<file path="config.mk">
export PLATFORM = sky130hd
export DESIGN_NAME = phy_rx_lanes
export DESIGN_NICKNAME = d
export VERILOG_FILES = /design/src/rtl/phy_rx_lanes.sv
export SDC_FILE = /design/constraint.sdc
export NUM_CORES = 1
export LEC_CHECK = 0
export CAP_MARGIN = 10
export CORE_MARGIN = 4
export CORE_UTILIZATION = 50
export DETAILED_ROUTE_END_ITERATION = 10
export PLACE_DENSITY = 0.76
export SETUP_SLACK_MARGIN = 0.5
export SKIP_CTS_REPAIR_TIMING = 1
export SLEW_MARGIN = 20
export SYNTH_ARGS = -nofsm -noshare
export SYNTH_HDL_FRONTEND = slang
export SYNTH_SLANG_ARGS = --single-unit
export TNS_END_PERCENT = 1
</file>
<file path="constraint.sdc">
create_clock -name clk_32f -period 5 [get_ports clk_32f]
set_clock_uncertainty 0.15 [all_clocks]
set_input_delay 1 -clock clk_32f [delete_from_list [all_inputs] [get_ports clk_32f]]
set_output_delay 1 -clock clk_32f [all_outputs]
set_load 0.01 [all_outputs]
</file>
<file path="src/rtl/phy_rx_lanes.sv">
// ============================================================================
// Module      : phy_rx_lanes
// Description : 2-lane serial PHY receiver. Deserializes both lanes, aligns on
//               COM pairs and rebuilds 32-bit words. Optional saturating error
//               counter port enabled by the PHY_RX_ERRCNT_EN macro.
// Revision    : 1.0 - initial release
// ============================================================================
`default_nettype none

module phy_rx_lanes #(
   parameter logic [7:0] COM         = 8'hBC,
   parameter int         ALIGN_COUNT = 4
) (
   input  logic        clk_32f,
   input  logic        reset,
   input  logic        data_in_0,
   input  logic        data_in_1,
   output logic [31:0] data_out,
   output logic        valid_out,
   output logic        active_out,
   output logic        err_out
`ifdef PHY_RX_ERRCNT_EN
   ,
   output logic [7:0]  err_count
`endif
);

   localparam int         c_BC_W    = $clog2(ALIGN_COUNT + 1);
   localparam logic [1:0] c_SEARCH  = 2'd0;
   localparam logic [1:0] c_ALIGN   = 2'd1;
   localparam logic [1:0] c_ACTIVE  = 2'd2;

   logic [1:0]        r_state;
   logic [1:0]        w_state_nxt;
   logic [6:0]        r_sr0;
   logic [6:0]        r_sr1;
   logic [2:0]        r_bit_cnt;
   logic [c_BC_W-1:0] r_bc_cnt;
   logic              r_half;
   logic [15:0]       r_hi;
   logic [31:0]       r_data;
   logic              r_valid;
   logic              r_active;
   logic              r_err;

   logic [7:0]        w_b0;
   logic [7:0]        w_b1;
   logic              w_com0;
   logic              w_com1;
   logic              w_both_com;
   logic              w_both_data;
   logic              w_bnd;
   logic [c_BC_W-1:0] w_bc_inc;
   logic              w_align_done;

   logic [2:0]        w_bit_cnt_nxt;
   logic [c_BC_W-1:0] w_bc_cnt_nxt;
   logic              w_half_nxt;
   logic [15:0]       w_hi_nxt;
   logic [31:0]       w_data_nxt;
   logic              w_valid_nxt;
   logic              w_active_nxt;
   logic              w_err_nxt;

   // Evaluated byte includes the bit arriving on this edge.
   assign w_b0         = {r_sr0, data_in_0};
   assign w_b1         = {r_sr1, data_in_1};
   assign w_com0       = (w_b0 == COM);
   assign w_com1       = (w_b1 == COM);
   assign w_both_com   = w_com0 & w_com1;
   assign w_both_data  = ~w_com0 & ~w_com1;
   assign w_bnd        = (r_bit_cnt == 3'd7);
   assign w_bc_inc     = r_bc_cnt + c_BC_W'(1);
   assign w_align_done = (w_bc_inc == c_BC_W'(ALIGN_COUNT));

   always_ff @(posedge clk_32f or negedge reset) begin
      if (!reset) begin
         r_state <= c_SEARCH;
      end else begin
         r_state <= w_state_nxt;
      end
   end

   always_comb begin
      w_state_nxt = r_state;
      case (r_state)
         c_SEARCH: begin
            if (w_both_com) begin
               w_state_nxt = c_ALIGN;
            end
         end
         c_ALIGN: begin
            if (w_bnd) begin
               if (!w_both_com) begin
                  w_state_nxt = c_SEARCH;
               end else if (w_align_done) begin
                  w_state_nxt = c_ACTIVE;
               end
            end
         end
         c_ACTIVE: begin
            if (w_bnd && (w_com0 != w_com1)) begin
               w_state_nxt = c_SEARCH;
            end
         end
         default: w_state_nxt = c_SEARCH;
      endcase
   end

   always_comb begin
      w_bit_cnt_nxt = r_bit_cnt + 3'd1;
      w_bc_cnt_nxt  = r_bc_cnt;
      w_half_nxt    = r_half;
      w_hi_nxt      = r_hi;
      w_data_nxt    = r_data;
      w_valid_nxt   = 1'b0;
      w_active_nxt  = r_active;
      w_err_nxt     = 1'b0;
      case (r_state)
         c_SEARCH: begin
            if (w_both_com) begin
               w_bit_cnt_nxt = 3'd0;
               w_bc_cnt_nxt  = c_BC_W'(1);
            end
         end
         c_ALIGN: begin
            if (w_bnd) begin
               if (w_both_com) begin
                  w_bc_cnt_nxt = w_bc_inc;
                  if (w_align_done) begin
                     w_active_nxt = 1'b1;
                  end
               end else begin
                  w_bc_cnt_nxt = '0;
               end
            end
         end
         c_ACTIVE: begin
            if (w_bnd) begin
               if (w_both_com) begin
                  // Idle between the two halves of a word is a protocol error.
                  if (r_half) begin
                     w_err_nxt  = 1'b1;
                     w_half_nxt = 1'b0;
                  end
               end else if (w_both_data) begin
                  if (!r_half) begin
                     w_hi_nxt   = {w_b0, w_b1};
                     w_half_nxt = 1'b1;
                  end else begin
                     w_data_nxt  = {r_hi, w_b0, w_b1};
                     w_valid_nxt = 1'b1;
                     w_half_nxt  = 1'b0;
                  end
               end else begin
                  w_err_nxt    = 1'b1;
                  w_half_nxt   = 1'b0;
                  w_active_nxt = 1'b0;
                  w_bc_cnt_nxt = '0;
               end
            end
         end
         default: begin
            w_active_nxt = 1'b0;
            w_half_nxt   = 1'b0;
         end
      endcase
   end

   always_ff @(posedge clk_32f or negedge reset) begin
      if (!reset) begin
         r_sr0     <= '0;
         r_sr1     <= '0;
         r_bit_cnt <= '0;
         r_bc_cnt  <= '0;
         r_half    <= 1'b0;
         r_hi      <= '0;
         r_data    <= '0;
         r_valid   <= 1'b0;
         r_active  <= 1'b0;
         r_err     <= 1'b0;
      end else begin
         r_sr0     <= w_b0[6:0];
         r_sr1     <= w_b1[6:0];
         r_bit_cnt <= w_bit_cnt_nxt;
         r_bc_cnt  <= w_bc_cnt_nxt;
         r_half    <= w_half_nxt;
         r_hi      <= w_hi_nxt;
         r_data    <= w_data_nxt;
         r_valid   <= w_valid_nxt;
         r_active  <= w_active_nxt;
         r_err     <= w_err_nxt;
      end
   end

   assign data_out   = r_data;
   assign valid_out  = r_valid;
   assign active_out = r_active;
   assign err_out    = r_err;

`ifdef PHY_RX_ERRCNT_EN
   logic [7:0] r_err_count;

   // Counter moves on the same edge that raises err_out.
   always_ff @(posedge clk_32f or negedge reset) begin
      if (!reset) begin
         r_err_count <= '0;
      end else if (w_err_nxt && (r_err_count != 8'hFF)) begin
         r_err_count <= r_err_count + 8'd1;
      end
   end

   assign err_count = r_err_count;
`endif

endmodule

`default_nettype wire

</file>
### After elaboration in Yosys (flattened, before gate mapping)

Cells that the tools add are included.

| operators by class | value |
|---|---|
| reductions and logical operators | 10 |
| mux-type cells | 36 |
| eq/ne operators | 16 |
| $add $sub $neg | 2 |
| bitwise logic cells | 8 |

Operator list:

| kind | number |
|---|---|
| $mux 3 | 8 |
| $mux 1 | 19 |
| $eq 8x8->1 const B | 2 |
| $ne 2x2->1 const B | 8 |
| $mux 2 | 5 |
| $reduce_and 5->1 | 2 |
| $pmux 3 s3 | 1 |
| $reduce_and 7->1 | 1 |
| $add 3x1->3 const B | 2 |
| $eq 3x3->1 const B | 2 |
| $not 1->1 | 6 |
| $pmux 2 s3 | 1 |
| $reduce_and 6->1 | 1 |
| $reduce_and 4->1 | 1 |
| $ne 3x3->1 const B | 1 |
| $pmux 1 s3 | 1 |
| $reduce_bool 3->1 | 1 |
| $and 1x1->1 | 2 |
| $eq 2x1->1 const B | 1 |
| $eq 2x2->1 const B | 1 |
| $logic_not 2->1 | 1 |
| $pmux 1 s2 | 1 |
| $reduce_and 2->1 | 1 |
| $reduce_or 2->1 | 1 |
| 2 further kinds | 2 |

| storage, ports and cells | value |
|---|---|
| logic and storage cells | 83 |
| output and inout port bits | 35 |
| register bits after elaboration | 74 |
| bits of input ports | 4 |

### Logic depth before layout (Yosys ltp)

| depth | value |
|---|---|
| word-level depth | 7 |
| gate-level depth with buffers | 8 |
| gate-level depth less buffers | 8 |

### Least setup slack after synthesis

No wires, ideal clock.

| path | value |
|---|---|
| path kind | input to register |
| start point | in data_in_0 |
| end point | reg r_hi[8] |
| buffers on the path | 1 |
| required time | 4.725 ns |
| setup slack | 2.201 ns |
| stages | 7 |
| arrival time | 2.524 ns |
| library setup time | 0.125 ns |
| cell sequence | nor2_1 and4_1 ha_1 nor2b_2 nor3b_4 buf_8 mux2_2 |

| on the way | value |
|---|---|
| longest elaborated chain between the ends | 4 |
| elaborated cells on any way between the ends | 6 |
| those cells by class | eq/ne (1); bitwise (4); reduce/logical (1) |

Ends and longest elaborated chain:

| element | line | RTL |
|---|---|---|
| start, declared | 16 | `input logic data_in_0,` |
| $eq 8x8->1 | 68 | `assign w_com0 = (w_b0 == COM);` |
| $and 1x1->1 / $not 1->1 (equally long branches) | 70, 71 |  |
| $not 1->1 (no line) / $and 1x1->1 (equally long branches) | - |  |
| $reduce_and 5->1 (no line) | - |  |
| end signal, assigned | 188 | `r_hi <= w_hi_nxt;` |
| end, declared | 40 | `logic [15:0] r_hi;` |

Several ways; a longest one is shown, not always the timed one.
A chain may end at the register's enable or synchronous reset.

### Final worst setup path

| path | value |
|---|---|
| start point | in data_in_1 |
| end point | reg r_hi[3] |

| on the way | value |
|---|---|
| longest elaborated chain between the ends | 4 |
| elaborated cells on any way between the ends | 6 |
| those cells by class | eq/ne (1); bitwise (4); reduce/logical (1) |

Ends and longest elaborated chain:

| element | line | RTL |
|---|---|---|
| start, declared | 17 | `input logic data_in_1,` |
| $eq 8x8->1 * | 69 | `assign w_com1 = (w_b1 == COM);` |
| $and 1x1->1 / $not 1->1 (equally long branches) | 70, 71 |  |
| $not 1->1 (no line) / $and 1x1->1 (equally long branches) | - |  |
| $reduce_and 5->1 (no line) * | - |  |

Every way passes the cells marked *; elsewhere a longest branch is shown, timed or not.

==> results_dict.tcl <==
set metrics [dict create \
    synth.largest_area_cell "dfrtp_1" \
    crit_buf_inv 2 \
    yosysTopAreaCellShare_pct 63.0 \
    fin_nets 255 \
    powerDensity_nw_per_um2 365 \
    port_buffers 38 \
    rows 27 \
    cp_data_arrival_time_ns 3.47 \
    die_area_um2 7170 \
    drv_slew 0 \
    start_util_pct 52.4 \
    power_frac_clock_pct 45.5 \
    first_pass_iters 4 \
    worstMarginPinSlew_ns 0.887 \
    swShare_pct 21.8 \
    detailed_place_hpwl_mm 3.23 \
    cap_violations 0 \
    via_per_inst 5.27 \
    grt_pass1_vias 1694 \
    cp.depth 8 \
    h-tree-depth 3 \
    grt_max_degree 75 \
    synth_edf_count 0 \
    syn-cell-area_um2 2940 \
    cts_buffers 9 \
    die_w_um 84.7 \
    worst-r2r-cell-count 6 \
    p_leak_nw 1.75 \
    clockBufferDepth 2 \
    synthArstFlopShare_pct 100 \
    cp_max_fo 16 \
    synth_cells 194 \
    area_growth_syn_to_layout_pct 23.3 \
    synth_area_leaders "dfrtp_1 (63%), mux2_2 (19%), ha_1 (5.1%)" \
    routed_wirelength_mm 4.84 \
    grt_use_total_pct 14.8 \
    fmax_ghz 0.295 \
    grt_pass1_wl_mm 8.16 \
    cp_cell_sequence "clkdlybuf4s50_1 > nor2_1 > nand4_1 > inv_1 > ha_1 > nor2b_2 > nor3b_4 > mux2_2" \
    root_buffer "clkbuf_8" \
    path_clk_slew_ns 0.07 \
    synth_seq_cells 74 \
    clk_latency_ns 0.35 \
    seq_power_share_pct 47.6 \
    drt_iter0_markers 78 \
    whs_path_depth 0 \
    vias 1664 \
    multiInputGateArea_um2 1010 \
    p_int_mw 1.03 \
    finalCritPeriodShare_pct 67.7 \
    cts_tree "done" \
    core_area_um2 5610 \
    fin_setup_tns_ns 0 \
    grt-ovfl-total 0 \
    synth_flop_cell "dfrtp_1" \
    max_slew_margin_pct 40.9 \
    synth_cell_types 28 \
    fillCellCount 448 \
    cpLargestDelayFamily "simple AND/OR/NAND/NOR gates" \
    outcome "finished clean" \
    required_ns 5.08 \
    fin_crit_ns 3.39 \
    power_switching_mw 0.289 \
    wire_per_inst_um 15.3 \
    placed_cells 300 \
    cts_sinks 74 \
    rrSetupSlack_ns 2.23 \
    slowest_stage "nor3b_4" \
    drive_gt1_share_pct 28.7 \
    insertedDiodeCount 0 \
    synth_seq_area_share_pct 63.0 \
    gp_congestion 0.795 \
    boundaryPins 39 \
    final-seq-area_um2 1850 \
    rsz0062_at_grt "no" \
    final_cells 316 \
    vdd_drop_max_mv 0.282 \
    antenna_found_initial 0 \
    max_stage_delay_ns 0.74 \
    hp-class "flop to flop" \
    yosysMostFrequentCell "dfrtp_1" \
    synth_fp_nets 210 \
    worstSetupPathType "primary input to flop" \
    setup_viol 0 \
    avgSynthCellArea_um2 15.2 \
    die_h_um 84.7 \
    hold_viol 0 \
    ys_top_cells_by_count "dfrtp_1 (74), mux2_2 (49), ha_1 (12)" \
    route.detailed.drc 0 \
    critPathCaptureType "flop" \
    synth_warnings 0 \
    ant_nets 0 \
    startpoint_type "primary input" \
    combPwrFrac_pct 6.9 \
]
[cell families (layout without fill, tap and decap cells)]
group	Yosys count	count (layout)	share of synthesized area [%]
multiplexers	49	49	18.8
flip-flops	74	74	63.0
AO/OA/AOI/OAI	19	19	3.96
buffers and inverters	11	61	2.68
AND/OR/NAND/NOR	29	29	6.51
adder cells (fa/ha/maj)	12	12	5.11
[worst paths after layout]
path                          endpoint       from
min                           r_sr1[6]   r_sr1[5]
min reg2reg                   r_sr1[6]   r_sr1[5]
max in group asynchronous     r_sr0[3]      reset
max                            r_hi[3]  data_in_1
min in group asynchronous  data_out[0]      reset
max reg2reg                    r_hi[3]   r_sr0[4]
[per-stage QoR]
stage	utilization, %	setup WS (ns)	area, um^2	total power [mW]	hold slack [ns]
6_report	64.6	1.61	3620	1.32	0.265
2_1_floorplan	-	2.20	2940	0.698	0.228
5_1_grt	64.6	1.51	3620	1.39	0.300
3_3_place_gp	59.9	1.31	3360	0.729	0.255
3_5_place_dp	59.9	1.22	3360	0.734	0.249
4_1_cts	64.6	1.61	3620	1.34	0.270
[metal layers]
layer  vias to the layer above  part of all wire [%]  GRT usage, %
met3                        11                   4.7          5.30
li1                        773                     -             -
met1                       844                    45          19.0
met4                         0                   2.4          8.20
met2                        36                    48          21.9
met5                         -                     0             0
[final cells by class]
class | instances | share of cell area (%)
Clock buffer | 10 | 3.52
Clock inverter | 6 | 3.80
Inverter | 6 | 0.621
Multi-Input combinational cell | 109 | 27.9
Sequential cell | 74 | 51.1
Tap cell | 72 | 2.49
Timing Repair Buffer | 39 | 10.6
[power groups by stage]
stage | sequential [mW] | clock (mW) | combinational [mW]
2_1_floorplan | 0.637 | 0 | 0.0612
3_3_place_gp | 0.641 | 0 | 0.0889
3_5_place_dp | 0.642 | 0 | 0.0924
4_1_cts | 0.630 | 0.621 | 0.0929
5_1_grt | 0.633 | 0.648 | 0.104
6_report | 0.630 | 0.601 | 0.0913
[layout by cell type, fill, tap and decap left out, drive strengths merged]
cell type      count
o21ai              6
dfrtp             74
o22a               1
nand4              4
nand4b             1
clkbuf            10
nand2              7
and4bb             1
inv                7
and4b              2
nor3b              1
and4               1
bufinv             4
and3               1
ha                12
nor2               5
a21oi              6
buf                2
clkdlybuf4s50     37
and2               1
nand2b             4
mux2              49
nor2b              1
o21bai             1
clkinv             1
a21boi             3
o2bb2ai            1
a22o               1
[sequential cells by signal (all words and copies together) (netlist names)]
register and cells:
r_state 2, data_out 32, r_sr1 7, valid_out 1, r_sr0 7, r_half 1
r_bit_cnt 3, r_hi 16, err_out 1, r_bc_cnt 3, active_out 1
Power figures use the tool's default switching activity.
